`src/rtl/mmio_host_port_pkg.sv`:
```
`default_nettype none
// ============================================================================
// mmio_host_port_pkg : register offsets and STATUS layout for the host port
// Rev 1.0
// ============================================================================
package mmio_host_port_pkg;

  localparam logic [1:0] OFF_TOHOST  = 2'd0;
  localparam logic [1:0] OFF_CONSOLE = 2'd1;
  localparam logic [1:0] OFF_STATUS  = 2'd2;
  localparam logic [1:0] OFF_CYCLE   = 2'd3;

  localparam int STATUS_COUNT_LSB = 0;
  localparam int STATUS_COUNT_W   = 4;
  localparam int STATUS_FULL_BIT  = 8;

  function automatic logic [31:0] status_word(input logic full, input logic [3:0] count);
    logic [31:0] w_word;
    w_word = '0;
    w_word[STATUS_COUNT_LSB +: STATUS_COUNT_W] = count;
    w_word[STATUS_FULL_BIT] = full;
    return w_word;
  endfunction

endpackage
`default_nettype wire

```
`src/rtl/mmio_host_port_sync_fifo.sv`:
```
`default_nettype none
// ============================================================================
// sync_fifo : circular-buffer FIFO with occupancy count, no push/pop bypass
// Rev 1.0
// ============================================================================
module sync_fifo #(
  parameter int WIDTH = 8,
  parameter int DEPTH = 8,
  parameter int AW    = 3
) (
  input  logic             clk,
  input  logic             reset,
  input  logic             push,
  input  logic [WIDTH-1:0] push_data,
  input  logic             pop,
  output logic [WIDTH-1:0] head,
  output logic             empty,
  output logic             full,
  output logic [AW:0]      count
);

  localparam logic [AW:0] C_FULL_COUNT = DEPTH[AW:0];

  logic [WIDTH-1:0] r_mem [DEPTH];
  logic [AW-1:0]    r_rd_ptr;
  logic [AW-1:0]    r_wr_ptr;
  logic [AW:0]      r_count;
  logic             w_push_ok;
  logic             w_pop_ok;

  assign empty     = (r_count == '0);
  assign full      = (r_count == C_FULL_COUNT);
  assign count     = r_count;
  assign w_push_ok = push & ~full;
  assign w_pop_ok  = pop & ~empty;
  // Head reads as zero when empty so stale storage never leaks out.
  assign head      = empty ? '0 : r_mem[r_rd_ptr];

  always_ff @(posedge clk) begin
    if (w_push_ok) begin
      r_mem[r_wr_ptr] <= push_data;
    end
  end

  always_ff @(posedge clk or negedge reset) begin
    if (!reset) begin
      r_rd_ptr <= '0;
      r_wr_ptr <= '0;
      r_count  <= '0;
    end else begin
      if (w_push_ok) begin
        r_wr_ptr <= r_wr_ptr + 1'b1;
      end
      if (w_pop_ok) begin
        r_rd_ptr <= r_rd_ptr + 1'b1;
      end
      case ({w_push_ok, w_pop_ok})
        2'b10:   r_count <= r_count + 1'b1;
        2'b01:   r_count <= r_count - 1'b1;
        default: r_count <= r_count;
      endcase
    end
  end

endmodule
`default_nettype wire

```
`src/rtl/mmio_host_port.sv`:
```
`default_nettype none
// ============================================================================
// mmio_host_port : simulation host device (tohost, console FIFO, cycle counter)
// Rev 1.0
// ============================================================================
module mmio_host_port
  import mmio_host_port_pkg::*;
#(
  parameter logic [31:0] BASE_ADDR  = 32'h8000_0000,
  parameter int          FIFO_DEPTH = 8,
  parameter int          FIFO_AW    = 3
) (
  input  logic        clk,
  input  logic        reset,
  input  logic        req_valid,
  output logic        req_ready,
  input  logic        req_we,
  input  logic [31:0] req_addr,
  input  logic [31:0] req_wdata,
  input  logic [3:0]  req_wstrb,
  output logic        rsp_valid,
  output logic [31:0] rsp_rdata,
  output logic        con_valid,
  output logic [7:0]  con_data,
  input  logic        con_ready,
  output logic        done,
  output logic [30:0] exit_code
);

  logic              w_hit;
  logic [1:0]        w_off;
  logic              w_con_wr;
  logic              w_accept;
  logic              w_push;
  logic              w_pop;
  logic              w_tohost_set;
  logic              w_read;
  logic [31:0]       w_rdata;
  logic              w_fifo_empty;
  logic              w_fifo_full;
  logic [7:0]        w_fifo_head;
  logic [FIFO_AW:0]  w_fifo_count;
  logic [3:0]        w_count4;
  logic              w_unused;

  logic [31:0]       r_cycle;
  logic              r_rsp_valid;
  logic [31:0]       r_rsp_rdata;
  logic              r_done;
  logic [30:0]       r_exit_code;

  assign w_hit    = (req_addr[31:4] == BASE_ADDR[31:4]);
  assign w_off    = req_addr[3:2];
  assign w_con_wr = req_valid & req_we & w_hit & (w_off == OFF_CONSOLE);

  // Backpressure uses the pre-edge full flag only; a same-cycle pop does not unblock.
  assign req_ready    = ~(w_con_wr & w_fifo_full);
  assign w_accept     = req_valid & req_ready;
  assign w_push       = w_accept & w_con_wr & req_wstrb[0];
  assign w_tohost_set = w_accept & req_we & w_hit & (w_off == OFF_TOHOST) & req_wdata[0] & ~r_done;
  assign w_read       = w_accept & ~req_we;
  assign w_pop        = con_valid & con_ready;
  assign w_count4     = 4'(w_fifo_count);
  assign w_unused     = ^{req_addr[1:0], req_wstrb[3:1]};

  always_comb begin
    w_rdata = '0;
    if (w_hit) begin
      case (w_off)
        OFF_STATUS: w_rdata = status_word(w_fifo_full, w_count4);
        OFF_CYCLE:  w_rdata = r_cycle;
        default:    w_rdata = '0;
      endcase
    end
  end

  sync_fifo #(
    .WIDTH (8),
    .DEPTH (FIFO_DEPTH),
    .AW    (FIFO_AW)
  ) u_con_fifo (
    .clk       (clk),
    .reset     (reset),
    .push      (w_push),
    .push_data (req_wdata[7:0]),
    .pop       (w_pop),
    .head      (w_fifo_head),
    .empty     (w_fifo_empty),
    .full      (w_fifo_full),
    .count     (w_fifo_count)
  );

  always_ff @(posedge clk or negedge reset) begin
    if (!reset) begin
      r_cycle     <= '0;
      r_rsp_valid <= 1'b0;
      r_rsp_rdata <= '0;
      r_done      <= 1'b0;
      r_exit_code <= '0;
    end else begin
      r_cycle     <= r_cycle + 32'd1;
      r_rsp_valid <= w_read;
      if (w_read) begin
        r_rsp_rdata <= w_rdata;
      end
      if (w_tohost_set) begin
        r_done      <= 1'b1;
        r_exit_code <= req_wdata[31:1];
      end
    end
  end

  assign rsp_valid = r_rsp_valid;
  assign rsp_rdata = r_rsp_rdata;
  assign done      = r_done;
  assign exit_code = r_exit_code;
  assign con_valid = ~w_fifo_empty;
  assign con_data  = w_fifo_head;

endmodule
`default_nettype wire
```
`config.mk`:
```
export PLATFORM = sky130hd
export DESIGN_NAME = mmio_host_port
export DESIGN_NICKNAME = d
export VERILOG_FILES = /design/src/rtl/mmio_host_port_pkg.sv /design/src/rtl/mmio_host_port_sync_fifo.sv /design/src/rtl/mmio_host_port.sv
export SDC_FILE = /design/constraint.sdc
export NUM_CORES = 1
export LEC_CHECK = 0
export CAP_MARGIN = 25
export CORE_MARGIN = 4
export CORE_UTILIZATION = 45
export CTS_BUF_LIST = sky130_fd_sc_hd__clkbuf_4
export CTS_CLUSTER_SIZE = 28
export DETAILED_ROUTE_END_ITERATION = 10
export GPL_ROUTABILITY_DRIVEN = 0
export PLACE_DENSITY_LB_ADDON = 0.05
export SLEW_MARGIN = 10
export SYNTH_ARGS = -nofsm -noshare
export SYNTH_HDL_FRONTEND = slang
export SYNTH_SLANG_ARGS = --single-unit
```
`constraint.sdc`:
```
create_clock -name clk -period 3.2 [get_ports clk]
set_input_delay 0.64 -clock clk [delete_from_list [all_inputs] [get_ports clk]]
set_output_delay 0.64 -clock clk [all_outputs]
set_load 0.1 [all_outputs]
```
After elaboration in Yosys (flattened, before gate mapping). Memory sizes are Yosys's and may differ from the RTL's. Index checks and enable logic that the tools add are counted. W data, S select, Z words.

Register bits: 107. Bits in writable memories: 64. Input bits: 73. Output and inout bits: 75. Word-level logic and storage cells: 51. Memories: 1.

Memories: u_con_fifo.r_mem (depth 8, width 8, read ports 1, clocked after Yosys merged registers in 0, write ports 1, line mmio_host_port_sync_fifo.sv:24) `logic [WIDTH-1:0] r_mem [DEPTH];`.

Add/sub/neg operators: 5. Equality and inequality tests: 7. Mux-type cells: 6. Bitwise logic cells: 21. Reductions and logical operators: 3.

Operator list (number): $pmux W32 S2 (1); $add A32 B1 Y32 const B (1); $mux W32 (1); $eq A28 B28 Y1 const B (1); $and A1 B1 Y1 (16); $mux W8 (1); $pmux W4 S2 (1); $add A3 B1 Y3 const B (2); $eq A2 B2 Y1 const B (3); $not A1 Y1 (5); $add A4 B1 Y4 const B (1); $eq A2 B1 Y1 const B (2); $eq A4 B4 Y1 const B (1); $logic_not A4 Y1 (1); $sub A4 B1 Y4 const B (1); $logic_not A2 Y1 (1); $mux W1 (2); $reduce_bool A2 Y1 (1).

Depth between registers and ports, before layout. Gate-level depths: netlist (run 1).

Depth in word-level cells: 11. Gate-level depth with buffers: 12. Gate-level depth less buffers: 11.

Modules after synthesis. From an unflattened synthesis (run 1), not the netlist that was laid out.

Cells, all modules: 466. Area, all modules: 7074.3 um^2.

By module, submodules not included: mmio_host_port (times used 1, cells each 303, area each 4028.9 um^2, seq. area each 2427.3 um^2); sync_fifo (times used 1, cells each 163, area each 3045.4 um^2, seq. area each 2172.1 um^2).

Least setup slack after synthesis (run 1). Ideal clock, no wire load.

Path type: reg-to-output. Start: register u_con_fifo.r_rd_ptr[1]. End: output con_data[6]. Arrival: 2528 ps. Data required time: 2560 ps. Setup slack: 32 ps. Stages on the path, launching flop included: 6. Path buffers: 2. Path through: dfrtp_1 buf_1 clkbuf_1 mux4_2 mux2i_1 nor2_1.

Longest elaborated chain between the ends: 2.

Ends and longest elaborated chain: start: declaration (line mmio_host_port_sync_fifo.sv:25) `logic [AW-1:0] r_rd_ptr;`; start signal: assignment (line mmio_host_port_sync_fifo.sv:55) `r_rd_ptr <= r_rd_ptr + 1'b1;`; $mem_v2 Z8 W8; $mux W8 (line mmio_host_port_sync_fifo.sv:37) `assign head = empty ? '0 : r_mem[r_rd_ptr];`; end: declaration (line mmio_host_port.sv:24) `output logic [7:0] con_data,`.

No other way between the ends.

Worst setup path after layout (run 1).
Start: register u_con_fifo.r_rd_ptr[1]. End: output con_data[0].

The elaborated chain is that of the path after synthesis.

==> flow_summary.ini, run 1 <==
[clocking]
cts_resized = 0
postCtsSetupBuffers = 0
path_clk_slew_ns = 0.15
cts.sinks = 171
hold_buffers = 0
worstSkewPairLatency_ns = 0.55
cts_tree = done
cts_made_buffers = 17
h-tree-depth = 4
clock_path_buffers = 2
root_buffer = clkbuf_4

[layout]
syn_to_final_growth_pct = 29.2
diodes = 0
stdcell_area_um2 = 9130
register_area_um2 = 4600
num-nets-final = 711
final_core_util = 0.596
fill_cells = 1298
multi_input_area_um2 = 2330
drive_above_1_share = 0.309

[route]
routed_wl_um = 15400
wire_per_inst_um = 18.0
vias = 4481
post-route-drc-count = 0
antenna_left = 0
drt_iter0_drc = 277
via_per_inst = 5.23
drt_first_pass_iters = 4

[timing]
slew_violations = 0
rsz0062_at_grt = false
skew_ns = 0.0242
setup_viol_count_final = 0
slew-limit-headroom = 0.423
fin_crit_ns = 2.99
setup-tns-final_ns = 0
clock.fmax_mhz = 334
finalHoldViolCount = 0
fin_crit_sh = 0.935
worstMarginPinSlew_ns = 0.865

[worst_setup_path]
criticalPathCategory = reg -> out
worstSetupEndpointType = output port
crit_path_max_fanout = 18
cp.arrival_ns = 2.35
critPathRequiredTime_ns = 2.56
startpoint_type = flop

[synthesis]
synth_top_area_share = 0.379
seq_area_frac_synth = 0.651
ys_ff_latch = 171
synthCells = 463
syn-num-nets = 542
syn_avg_cell_area_um2 = 15.3
yosysMostFrequentCell = dfrtp_1
synthTopCellsByArea = dfrtp_1, edfxtp_1, mux2_2, mux4_2, a22o_1
synth_top_cell_by_area = dfrtp_1
synth-edff-count = 64
synth.cell_area_um2 = 7060
yosys.cell_types.count = 46
yosys-top-cells-count = dfrtp_1, edfxtp_1, mux2_2
synth_warnings = 0
synthFlopType = dfrtp_1
ys_async_sr_fraction = 0.626

[global_routing]
antenna_found_initial = 0
track_usage = 0.181
grt_pass1_vias = 4702
grt_pass1_wl_um = 25000
grt_max_degree = 60
grt_overflow = 0

[min_path]
hold_class = in -> async

[power]
p_leak_nw = 4.01
power_mw = 4.26
powerDensity_nw_per_um2 = 467
ir_drop_mv = 0.281

[placement]
postPlaceCellArea_um2 = 8790
port_buffers = 142
dp_hpwl_um = 10800

[floorplanning]
rows = 45
die-area_um2 = 17800
dieWidth_um = 133
io_pins = 148
fp.coreArea_um2 = 15300
initial_core_util = 0.461
die_h_um = 133

[flow_run]
cap_violations = 0

[status]
status = completed
stage by stage:
stage               worst slack [ns]  std cells  hold slack [ns]
floorplan                     0.0324        463            0.344
global placement             -0.0192        824            0.461
detailed placement           -0.0158        824            0.462
CTS                            0.134        856            0.136
global route                  0.0730        856            0.161
finish                         0.209        856            0.136
cells in the final DEF (no fill, tap or decap), drive strengths merged, types with 5 or more instances in the layout:
cell	n
nor3	8
nand4	10
mux2i	12
ha	6
mux4	16
inv	16
nor2	24
a32o	5
dfrtp	107
clkdlybuf4s50	66
clkbuf	17
buf	105
nand3	17
mux2	34
a22o	27
edfxtp	64
xor2	24
nor4	20
nand2	15
xnor2	15
flip-flops by register name, summed over array words and instances, names as in the netlist:
| name | flops |
|---|---|
| r_cycle | 32 |
| u_con_fifo.r_mem | 64 |
| u_con_fifo.count | 4 |
| rsp_rdata | 32 |
| done | 1 |
| exit_code | 31 |
| u_con_fifo.r_rd_ptr | 3 |
| rsp_valid | 1 |
| u_con_fifo.r_wr_ptr | 3 |
cell type report:
type / count / area share
multi-input cells: 261 / 0.255
inverters: 10 / 0.00411
clock buffers: 17 / 0.0140
well taps: 211 / 0.0289
flip-flops and latches: 171 / 0.504
clock inverters: 15 / 0.0229
repair buffers: 171 / 0.171
cells by family (layout without fill, tap and decap cells):
| group | Yosys count | after routing | share of synthesized area |
|---|---|---|---|
| DFF | 171 | 171 | 0.651 |
| and+or+nand+nor | 116 | 116 | 0.102 |
| muxes | 62 | 62 | 0.122 |
| xor gates and xnor gates | 39 | 39 | 0.0484 |
| AOI/OAI and AO/OA | 38 | 38 | 0.0454 |
| buffers and inverters | 31 | 213 | 0.0204 |
| adders and majority gates | 6 | 6 | 0.0106 |
worst paths after layout:
check	startpoint	endpoint	slack [ns]	cells past startpoint
min	reset	exit_code[12]	0.14	1
min reg2reg	r_cycle[31]	r_cycle[31]	0.49	1
min in group clk	r_cycle[31]	r_cycle[31]	0.49	1
max in group asynchronous	reset	rsp_rdata[31]	2.16	2
max	u_con_fifo.r_rd_ptr[1]	con_data[0]	0.21	4
max reg2reg	u_con_fifo.count[2]	u_con_fifo.count[2]	0.63	11
layer usage:
layer	global-route usage	up-vias	part of all wire
li1	-	2090	-
met1	0.224	2295	0.42
met2	0.314	80	0.52
met3	0.0453	16	0.036
met4	0.0560	0	0.016
met5	0	-	0
where the power goes:
part / switching, mW / internal (mW)
Sequential: 0.0111 / 2.28
Combinational: 0.317 / 0.247
Clock: 0.768 / 0.636
critical path, cell delays in order, from the launching register on:
cell and delay, ns:
dfrtp_1 0.93, mux4_2 0.41, mux2i_1 0.20, nor2_1 0.10, buf_12 0.17
Power figures use the tool's default switching activity.
==> run 2, diff against run 1 <==
--- a/config.mk
+++ b/config.mk
@@ -9,7 +9,7 @@
 export CORE_MARGIN = 4
 export CORE_UTILIZATION = 45
 export CTS_BUF_LIST = sky130_fd_sc_hd__clkbuf_4
-export CTS_CLUSTER_SIZE = 28
+export CTS_CLUSTER_SIZE = 40
 export DETAILED_ROUTE_END_ITERATION = 10
 export GPL_ROUTABILITY_DRIVEN = 0
 export PLACE_DENSITY_LB_ADDON = 0.05
==> results of run 2 <==
Same layout as run 1: the final DEF is identical, and so are final timing and power.
==> run 3, diff against run 2 <==
--- a/config.mk
+++ b/config.mk
@@ -9,6 +9,7 @@
 export CORE_MARGIN = 4
 export CORE_UTILIZATION = 45
 export CTS_BUF_LIST = sky130_fd_sc_hd__clkbuf_4
+export CTS_CLUSTER_DIAMETER = 30
 export CTS_CLUSTER_SIZE = 40
 export DETAILED_ROUTE_END_ITERATION = 10
 export GPL_ROUTABILITY_DRIVEN = 0
==> results of run 3 <==
Same layout as run 1: the final DEF is identical, and so are final timing and power.
